==> src/rtl/edge_pkg.sv <==
// Shared event encoding and hold-width helpers for the edge_to_level slice.
package edge_pkg;

  typedef enum logic [1:0] {
    EV_NONE = 2'd0,
    EV_RISE = 2'd1,
    EV_FALL = 2'd2
  } event_t;

  // Legal range of MIN_HIGH / MIN_LOW is MIN_WIDTH .. 2**CNT_W
  localparam int MIN_WIDTH = 1;

  // Simultaneous rise and down encode as EV_NONE; the caller flags them separately.
  function automatic event_t encode_event(input logic rise, input logic down);
    case ({rise, down})
      2'b10:   return EV_RISE;
      2'b01:   return EV_FALL;
      default: return EV_NONE;
    endcase
  endfunction

  // Hold-counter load value for a width, clamped into the counter's range.
  function automatic int hold_load(input int width, input int cnt_w);
    int max_width;
    max_width = 1 << cnt_w;
    if (width < MIN_WIDTH) return 0;
    if (width > max_width) return max_width - 1;
    return width - 1;
  endfunction

endpackage

==> src/rtl/hold_timer.sv <==
// Loadable down-counter that stops at zero; zero is a combinational decode of the register.
module hold_timer #(
  parameter int CNT_W = 8
) (
  input  logic             clk,
  input  logic             rst_n,
  input  logic             load,
  input  logic [CNT_W-1:0] load_val,
  output logic             zero
);

  logic [CNT_W-1:0] count;

  assign zero = (count == '0);

  always_ff @(posedge clk or negedge rst_n) begin
    if (!rst_n) begin
      count <= '0;
    end else if (load) begin
      count <= load_val;
    end else if (!zero) begin
      count <= count - CNT_W'(1);
    end
  end

endmodule

==> src/rtl/edge_to_level.sv <==
// Rebuilds a level from rise/down event pulses with minimum widths, a one-deep
// pending event, and error/glitch reporting for inconsistent event streams.
module edge_to_level
  import edge_pkg::*;
#(
  parameter int   MIN_HIGH   = 1,
  parameter int   MIN_LOW    = 1,
  parameter int   CNT_W      = 8,
  parameter logic INIT_LEVEL = 1'b0
) (
  input  logic             clk,
  input  logic             rst_n,
  input  logic             rise,
  input  logic             down,
  output logic             level,
  output logic             busy,
  output logic             err_dup,
  output logic             err_both,
  output logic             glitch,
  output logic [CNT_W-1:0] glitch_cnt
);

  localparam logic [CNT_W-1:0] LOAD_HIGH = CNT_W'(hold_load(MIN_HIGH, CNT_W));
  localparam logic [CNT_W-1:0] LOAD_LOW  = CNT_W'(hold_load(MIN_LOW, CNT_W));

  event_t           ev;
  logic             both;
  logic             ev_dir;
  logic             target;
  logic             apply_pending;
  logic             timer_zero;
  logic             timer_load;
  logic [CNT_W-1:0] timer_load_val;

  logic             pend_valid;
  logic             pend_dir;
  logic             level_next;
  logic             pend_valid_next;
  logic             pend_dir_next;
  logic             dup_next;
  logic             both_next;
  logic             glitch_next;

  hold_timer #(
    .CNT_W (CNT_W)
  ) u_hold_timer (
    .clk      (clk),
    .rst_n    (rst_n),
    .load     (timer_load),
    .load_val (timer_load_val),
    .zero     (timer_zero)
  );

  assign ev            = encode_event(rise, down);
  assign both          = rise & down;
  assign ev_dir        = (ev == EV_RISE);
  assign apply_pending = timer_zero & pend_valid;
  assign target        = pend_valid ? pend_dir : level;
  assign busy          = !timer_zero | pend_valid;

  always_comb begin
    level_next      = level;
    pend_valid_next = pend_valid;
    pend_dir_next   = pend_dir;
    dup_next        = 1'b0;
    both_next       = 1'b0;
    glitch_next     = 1'b0;

    // A due pending event applies regardless of what arrives this cycle.
    if (apply_pending) begin
      level_next      = pend_dir;
      pend_valid_next = 1'b0;
    end

    if (both) begin
      both_next = 1'b1;
    end else if (ev != EV_NONE) begin
      if (ev_dir == target) begin
        dup_next = 1'b1;
      end else if (pend_valid) begin
        if (apply_pending) begin
          // Fresh opposite event queues behind the one being applied.
          pend_valid_next = 1'b1;
          pend_dir_next   = ev_dir;
        end else begin
          pend_valid_next = 1'b0;
          glitch_next     = 1'b1;
        end
      end else if (timer_zero) begin
        level_next = ev_dir;
      end else begin
        pend_valid_next = 1'b1;
        pend_dir_next   = ev_dir;
      end
    end

    timer_load     = (level_next != level);
    timer_load_val = level_next ? LOAD_HIGH : LOAD_LOW;
  end

  always_ff @(posedge clk or negedge rst_n) begin
    if (!rst_n) begin
      level      <= INIT_LEVEL;
      pend_valid <= 1'b0;
      pend_dir   <= 1'b0;
      err_dup    <= 1'b0;
      err_both   <= 1'b0;
      glitch     <= 1'b0;
      glitch_cnt <= '0;
    end else begin
      level      <= level_next;
      pend_valid <= pend_valid_next;
      pend_dir   <= pend_dir_next;
      err_dup    <= dup_next;
      err_both   <= both_next;
      glitch     <= glitch_next;
      if (glitch_next && (glitch_cnt != '1)) begin
        glitch_cnt <= glitch_cnt + CNT_W'(1);
      end
    end
  end

endmodule

==> config.mk <==
export PLATFORM = sky130hd
export DESIGN_NAME = edge_to_level
export DESIGN_NICKNAME = d
export VERILOG_FILES = /design/src/rtl/edge_pkg.sv /design/src/rtl/hold_timer.sv /design/src/rtl/edge_to_level.sv
export SDC_FILE = /design/constraint.sdc
export NUM_CORES = 1
export LEC_CHECK = 0
export CAP_MARGIN = 20
export CELL_PAD_IN_SITES_DETAIL_PLACEMENT = 1
export CELL_PAD_IN_SITES_GLOBAL_PLACEMENT = 1
export CORE_MARGIN = 3
export CORE_UTILIZATION = 37
export CTS_CLUSTER_DIAMETER = 100
export DETAILED_ROUTE_END_ITERATION = 7
export PLACE_DENSITY = 0.8
export RECOVER_POWER = 50
export SYNTH_ARGS = -nofsm -noshare
export SYNTH_HDL_FRONTEND = slang
export SYNTH_SLANG_ARGS = --single-unit
==> constraint.sdc <==
create_clock -name clk -period 2.44 [get_ports clk]
set_clock_uncertainty 0.15 [all_clocks]
set_input_delay 0.244 -clock clk [delete_from_list [all_inputs] [get_ports clk]]
set_output_delay 0.244 -clock clk [all_outputs]
set_load 0.05 [all_outputs]
# ---- Yosys cells after proc, flatten, opt, wreduce, memory -nomap -nowiden
# Cells that the tools add are included.
dict set report op_classes {
  n_eq_ne 9
  reduce_logical 5
  n_addsub 2
  n_mux 29
  bitwise_logic 5
}
# operator count
set ops {}
lappend ops {{1-bit two-way mux} 26}
lappend ops {{8-bit two-way mux} 2}
lappend ops {{8-bit by 1-bit adder with 8-bit output, second input constant} 1}
lappend ops {{8-bit logical NOT} 1}
lappend ops {{8-bit inequality test, second input constant} 1}
lappend ops {{8-bit by 1-bit subtractor with 8-bit output, second input constant} 1}
lappend ops {{5-bit AND reduction} 1}
lappend ops {{2-bit by 1-bit equality test with 1-bit output, second input constant} 2}
lappend ops {{2-bit by 1-bit inequality test with 1-bit output, second input constant} 2}
lappend ops {{2-bit one-hot mux with 2 select lines} 1}
lappend ops {{1-bit AND} 2}
lappend ops {{2-bit equality test, second input constant} 1}
lappend ops {{2-bit inequality test, second input constant} 1}
lappend ops {{1-bit inverter} 2}
lappend ops {{2-bit nonzero test} 1}
lappend ops {{1-bit equality test} 1}
lappend ops {{1-bit logical AND} 1}
lappend ops {{1-bit logical NOT} 1}
lappend ops {{1-bit inequality test} 1}
lappend ops {{1-bit OR} 1}
dict set report word_totals {
  in_bits 4
  out_inout_bits 13
  register_bits 22
}

# ---- Depth between registers and ports, before layout
dict set report logic_depth {
  depth_word 10
  ltp_mapped 10
}

# ---- Hierarchy
# Synthesis repeated with hierarchy kept, for this count alone.
dict set report hier_totals {
  hier_cells 126
  area_unflattened_um2 1326.3
}
# module area_per_inst_um2 instances cells_per_inst seq_area_each_um2
set by_module_without_submodules {}
lappend by_module_without_submodules {edge_to_level 787.0 1 67 350.3}
lappend by_module_without_submodules {hold_timer 539.3 1 59 200.2}

# ---- Least setup slack after synthesis
# OpenSTA, ideal clock, no wires.
dict set report synth_timing {
  kind {reg2reg}
  from {register u_hold_timer.count[4]}
  to {register level}
  arrival_ns 2.260
  stages_incl_launch_ff 8
  required_time_ns 2.162
  period_less_slack_ns 2.538
  path_buffers 1
  path_slack_ns -0.098
  path_cell_list {dfrtp_1 or4_4 or3_1 buf_6 inv_1 ha_1 mux2_2 mux2_1}
}
dict set report synth_between {
  elab_chain_len 8
}
# item line
set synth_rtl {}
lappend synth_rtl {{start, declared} hold_timer.sv:12} ;# logic [CNT_W-1:0] count;
lappend synth_rtl {{start signal, assigned} hold_timer.sv:20} ;# count <= load_val;
lappend synth_rtl {{start signal, assigned} hold_timer.sv:22} ;# count <= count - CNT_W'(1);
lappend synth_rtl {{8-bit logical NOT (*)} hold_timer.sv:14} ;# assign zero = (count == '0);
lappend synth_rtl {{1-bit AND} edge_to_level.sv:57} ;# assign apply_pending = timer_zero & pend_valid;
lappend synth_rtl {{1-bit two-way mux} edge_to_level.sv:70} ;# if (apply_pending) begin
lappend synth_rtl {{1-bit two-way mux} edge_to_level.sv:89} ;# end else if (timer_zero) begin
lappend synth_rtl {{1-bit two-way mux} edge_to_level.sv:80} ;# end else if (pend_valid) begin
lappend synth_rtl {{1-bit two-way mux} edge_to_level.sv:78} ;# if (ev_dir == target) begin
lappend synth_rtl {{1-bit two-way mux} edge_to_level.sv:77} ;# end else if (ev != EV_NONE) begin
lappend synth_rtl {{1-bit two-way mux (*)} edge_to_level.sv:75} ;# if (both) begin
lappend synth_rtl {{net level_next} edge_to_level.sv:37} ;# logic level_next;
lappend synth_rtl {{end signal, assigned} edge_to_level.sv:111} ;# level <= level_next;
lappend synth_rtl {{end, declared} edge_to_level.sv:15} ;# output logic level,
# Mark *: on every way through the listed nets, which the timed path passes. The rest lies on a longest branch.
# A chain may end at the register's enable or synchronous reset.

# ---- Final worst setup path
dict set report layout_timing {
  from {register u_hold_timer.count[5]}
  to {output busy}
}
dict set report layout_between {
  elab_chain_len 3
}
# item line
set layout_rtl {}
lappend layout_rtl {{8-bit logical NOT} hold_timer.sv:14}
lappend layout_rtl {{1-bit logical NOT} --}
lappend layout_rtl {{1-bit OR} edge_to_level.sv:59} ;# assign busy = !timer_zero | pend_valid;
lappend layout_rtl {{end, declared} edge_to_level.sv:16} ;# output logic busy,
# Every way passes these cells.

==> metrics.txt <==
outcome finished, final reports clean; count of final setup violators 0; Hold Fails Final Rpt 0; final layout net count 158; sequential share of the synthesized area 46.7%; pin slew with the least headroom to its limit 1.21 ns; met3 wire length 49 µm; synthesized area per cell 10.7 µm²; startpoint kind of the worst setup timing path register; netlist area before placement 0.00118 mm²; post-layout instance area 0.00160 mm²; Setup CP Type register to primary output; switching power total between 0.0003 and 0.0004 W; worst endpoint required time roughly 2 ns; Worst VDD drop ~350 µV; Tightest Hold Check Type register to register; arrival time of the worst setup path between 2 and 2.5 ns; IO buf count 16; Setup TNS Final 0 ns; critical-path maximum fanout 4; Int Pwr 0.000658 W; hold-fix buffers at CTS 0; TritonCTS Sinks 22; vertical die dimension approximately 62 µm; portion of total power attributed to the clock network 29.5%; Pre-antenna DRT Iters 4; Std-Cell Rows 19; global-route usage over all layers 14.3%; total placed cells including tap cells 179; Fillers 340; layout cell share with drive strength beyond 1 24.1%; routed wire length about 2.7 mm; count of distinct cell types in the synthesized netlist 29; number of flops mapped to enable cells by yosys 0; routed via count divided by cell count 4.90; portion of total power attributed to combinational logic 27.1%; Reg power frac 43.4%; IO Pins 17; clock transition at the registers of the reported paths 0.13 ns; reg-to-reg setup timing slack 0.08 ns; crit share post-route 99.1%; detailed router's first-iteration violation count 23; # H-tree levels 1; Core Region between 0.002 and 0.003 mm²; number of antenna violations at the first check in global routing 0; proportion of register bits with asynchronous set or reset after synthesis 100%; most used cells in the layout excluding fill and tap cells dfrtp_1, buf_4, nor2_1, xor2_1, clkdlybuf4s50_1; Via Count around 920; register area 551 µm²; total of max-cap violations 0; global route overflow 0; combined area of the multi-input logic cells 628 µm²; setup repair after global routing missed its margin yes; TritonCTS Buffers 3; total of warnings raised by yosys 0; initial standard-cell utilization of the core 40.7%; synthesized netlist net count 122; antenna cells 0; highest routed layer met4; Met1 Routed Length 1.24 mm; primary flip-flop cell chosen by synthesis mapping dfrtp_1; gpl congestion approximately 0.8; CP endpoint kind primary output; Pwr per Cell Area 600 mW/mm²; remaining number of nets flagged by the antenna check after routing 0; Leak 0.757 nW; final core occ 55.2%; met2 wire length around 1.4 mm; post-detail-place hpwl 1.94 mm; DIE WIDTH 62.5 µm; switching share of power about a third; die area 0.00390 mm²; via count of the first global-routing pass 984; synthesized flop and latch total 22; layout overhead on the synthesized area 35.7%; Mapped Cells 110; most common cell after layout, fill and taps aside dfrtp_1; maximum clock frequency 0.413 GHz; Final Non-Filler Cells 187; Slew Limit Headroom 19.4%; Clock Tree Buf Depth 2; cell chosen for the clock root clkbuf_4; clock insertion delay at the later pin of the skew report 0.31 ns; Routed wire per std cell 14.5 µm; minimum clock period after layout 2.42 ns; remaining routing DRC violations 0; pin count of the biggest net entering global routing 23; cell area reported after detailed placement approximately 0.0015 mm²; CTS tree yes; final max-slew violation count 0; first-pass GRT wire length between 4 and 5 mm
registers in the layout, summed over array words and instances (netlist names):
name and count:
glitch 1, u_hold_timer.count 8, pend_dir 1, err_both 1, err_dup 1, glitch_cnt 8, level 1, pend_valid 1
per-stage QoR:
stage	hold WS (ns)	power (W)	worst slack, ns
detailed placement	0.335	0.000692	-0.0561
global route	0.379	0.00100	-0.0412
finish	0.351	0.000960	0.0216
global placement	0.332	0.000685	0.0461
floorplan	-0.202	0.000597	-0.0157
CTS	0.131	0.000976	0.0164
worst max-delay path, cell delays in order, from the launching register on:
cell	delay, ns
dfrtp_1	0.40
or4_4	0.54
or3_4	0.39
inv_4	0.09
ha_4	0.12
inv_2	0.03
buf_6	0.14
cell type report:
cell class,count,area share (%)
multi-input combinational,78,39.2
sequential,22,34.4
timing repair buffer,33,17.8
tap,42,3.28
inverter,8,2.03
clock inverter,1,1.87
clock buffer,3,1.41
path summary, 6_finish.rpt:
kind | startpoint | endpoint | cells after the start
worst max-delay path | u_hold_timer.count[5] | busy | 6
worst min-delay path | glitch_cnt[7] | glitch_cnt[7] | 1
worst max register to register | u_hold_timer.count[5] | level | 6
worst min register to register | glitch_cnt[7] | glitch_cnt[7] | 1
max in group asynchronous | rst_n | err_dup | 2
min in group asynchronous | rst_n | u_hold_timer.count[4] | 2
power by group through the flow:
stage / clock [W] / combinational, W / sequential [W]
4_1_cts: 0.000290 / 0.000268 / 0.000418
5_1_grt: 0.000304 / 0.000275 / 0.000423
3_3_place_gp: 0 / 0.000263 / 0.000423
6_report: 0.000283 / 0.000260 / 0.000417
3_5_place_dp: 0 / 0.000268 / 0.000424
2_1_floorplan: 0 / 0.0000910 / 0.000506
Yosys cell counts (3+ instances only):
cell | n | share of area, %
dfrtp_1 | 22 | 47
ha_1 | 8 | 8.5
inv_1 | 8 | 2.5
mux2_2 | 3 | 2.9
nand2_1 | 5 | 1.6
nand4_1 | 3 | 1.6
nor2_1 | 12 | 3.8
nor3_1 | 6 | 2.5
nor4_1 | 4 | 2.1
o211ai_1 | 3 | 1.9
xnor2_1 | 3 | 2.2
xor2_1 | 12 | 8.9
metal layers:
metal	vias up	track usage, %
li1	450	-
met1	448	16.7
met2	14	27.6
met3	5	1.80
met4	0	3.31
met5	-	0
repair_timing:
item | CTS | global route
buffers inserted | 3 | 1
resized for setup | 4 | 1
setup endpoints to repair | 4 | 2
pin swaps | 2 | 0
kinds of logic after synthesis:
family	synth area share (%)
buffers and inverters	3.92
XOR/XNOR	11.1
flip-flops	46.7
adder cells (fa/ha/maj)	8.48
multiplexers	5.51
AND/OR/NAND/NOR	17.8
AO/OA/AOI/OAI	6.47
Note: power is estimated with default switching activity, not from simulation.
==> variant, RTL diff (config.mk and constraints unchanged) <==
`INIT_LEVEL`: 1'b0 -> 1'b1.
--- a/src/rtl/edge_to_level.sv
+++ b/src/rtl/edge_to_level.sv
@@ -8,3 +8,3 @@
   parameter int   CNT_W      = 8,
-  parameter logic INIT_LEVEL = 1'b0
+  parameter logic INIT_LEVEL = 1'b1
 ) (
Check against the original RTL: not equivalent (Yosys sat finds a counterexample within 4 cycles, from zero or initial values and one cycle with rst_n low).
==> variant against the original RTL <==
- setup slack worse by 0.018 ns
- final area decreased by 1.5%
- register-to-register slack got worse by 0.08 ns
- sequential cell count unchanged
- final cell count down 1.6%
- global-route usage increased by 1.6 points
- synthesized cell count is the same
- maximum frequency decreased by 0.75%
- routed wire length up 2.8%
- area after synthesis is 0.11% higher
- total power grew 1.7%
- critical path type is now reg2reg
- critical endpoint is now glitch_cnt[1]$_DFFE_PN0P_
- largest power group unchanged
==> variant: results (changes against the original RTL) <==
* Vias in the first global route at 1,050 (+6.7%)
* HP Class: reg2reg
* HPWL after DPL at 2050 um (+5.4%)
* Port buffer count at 16 (unchanged)
* Dpl cell area at 0.00148 sq mm (-1.4%)
* Synth cell count leaders: dfrtp_1, nor2_1, xor2_1
* Number of distinct library cells after synthesis at 30 (+3.4%)
* Htree depth at 1 (unchanged)
* Seq/Total Area, Yosys at 0.467 (+0.000565)
* Wirelength per Cell at 15.1 um (+4.5%)
* Worst slew margin at 0.207 (+0.0131)
* Total number of vias at 940 (+2.5%)
* Status: complete, no violations
* First-pass GRT wire length at 5020 um (+10%)
* Post-synth top flop: dfrtp_1
* Peak VDD IR at 0.348 mV (-1.0%)
* Ratio of cells with drive above 1 in the final layout at 0.218 (-0.0231)
* Final std cells w/o fill at 184 (-1.6%)
* Dpl ws at -0.0215 ns (+0.0347 ns)
* Critical-path top delay cell: or4_4
* Leakage power at 0.734 nW (-3.1%)
* DR iter-0 viols at 20 (-13%)
* GRT Total Usage at 0.159 (+0.0159)
* Syn Area/Cell at 10.7 sq um (+0.11%)
* Post-Syn Nets at 122 (unchanged)
* Gpl congestion at 0.740 (-5.3%)
* Reg2Reg Depth at 7 (+1)
* Synth top area cells: dfrtp_1, xor2_1, ha_1
* Layout Nets at 155 (-1.9%)
variant: power breakdown:
| part | switching, W | internal (W) |
|---|---|---|
| Clock | 0.000119 | 0.000166 |
| Sequential | 0.0000284 | 0.000396 |
| Combinational | 0.000161 | 0.000106 |
variant: cell families after synthesis:
group                    share of synthesized area
AO/OA/AOI/OAI                               0.0646
XOR/XNOR                                     0.111
adder cells (fa/ha/maj)                     0.0847
buffers and inverters                       0.0392
flip-flops                                   0.467
multiplexers                                0.0551
AND/OR/NAND/NOR                              0.178
variant: layer usage:
metal  vias up  routed length (um)  GRT usage
met2        18                1510      0.292
met1       478                1140      0.188
li1        442                   -          -
met5         -                   0          0
met4         0                  23     0.0413
met3         2                 103     0.0324
variant: what timing repair did:
item / CTS / global route
pin swaps: 1 / 1
resized for setup: 3 / 2
setup buffers: 3 / 0
setup endpoints to repair: 4 / 5
variant: cell type report:
type | count | area (sq um)
inverter | 8 | 32.5
sequential | 22 | 552
timing repair buffer | 30 | 263
multi-input combinational | 78 | 626
clock buffer | 3 | 22.5
tap | 42 | 52.6
fill | 336 | 1320
clock inverter | 1 | 30.0
variant: worst paths after layout:
kind	slack, ns	startpoint	end
worst max-delay path	0.003	u_hold_timer.count[6]$_DFFE_PN0P_	glitch_cnt[1]$_DFFE_PN0P_
worst min-delay path	0.36	glitch_cnt[7]$_DFFE_PN0P_	glitch_cnt[7]$_DFFE_PN0P_
worst max register to register	0.003	u_hold_timer.count[6]$_DFFE_PN0P_	glitch_cnt[1]$_DFFE_PN0P_
worst min register to register	0.36	glitch_cnt[7]$_DFFE_PN0P_	glitch_cnt[7]$_DFFE_PN0P_
max in group asynchronous	0.92	rst_n	pend_dir$_DFFE_PN0P_
min in group asynchronous	0.52	rst_n	u_hold_timer.count[4]$_DFFE_PN0P_
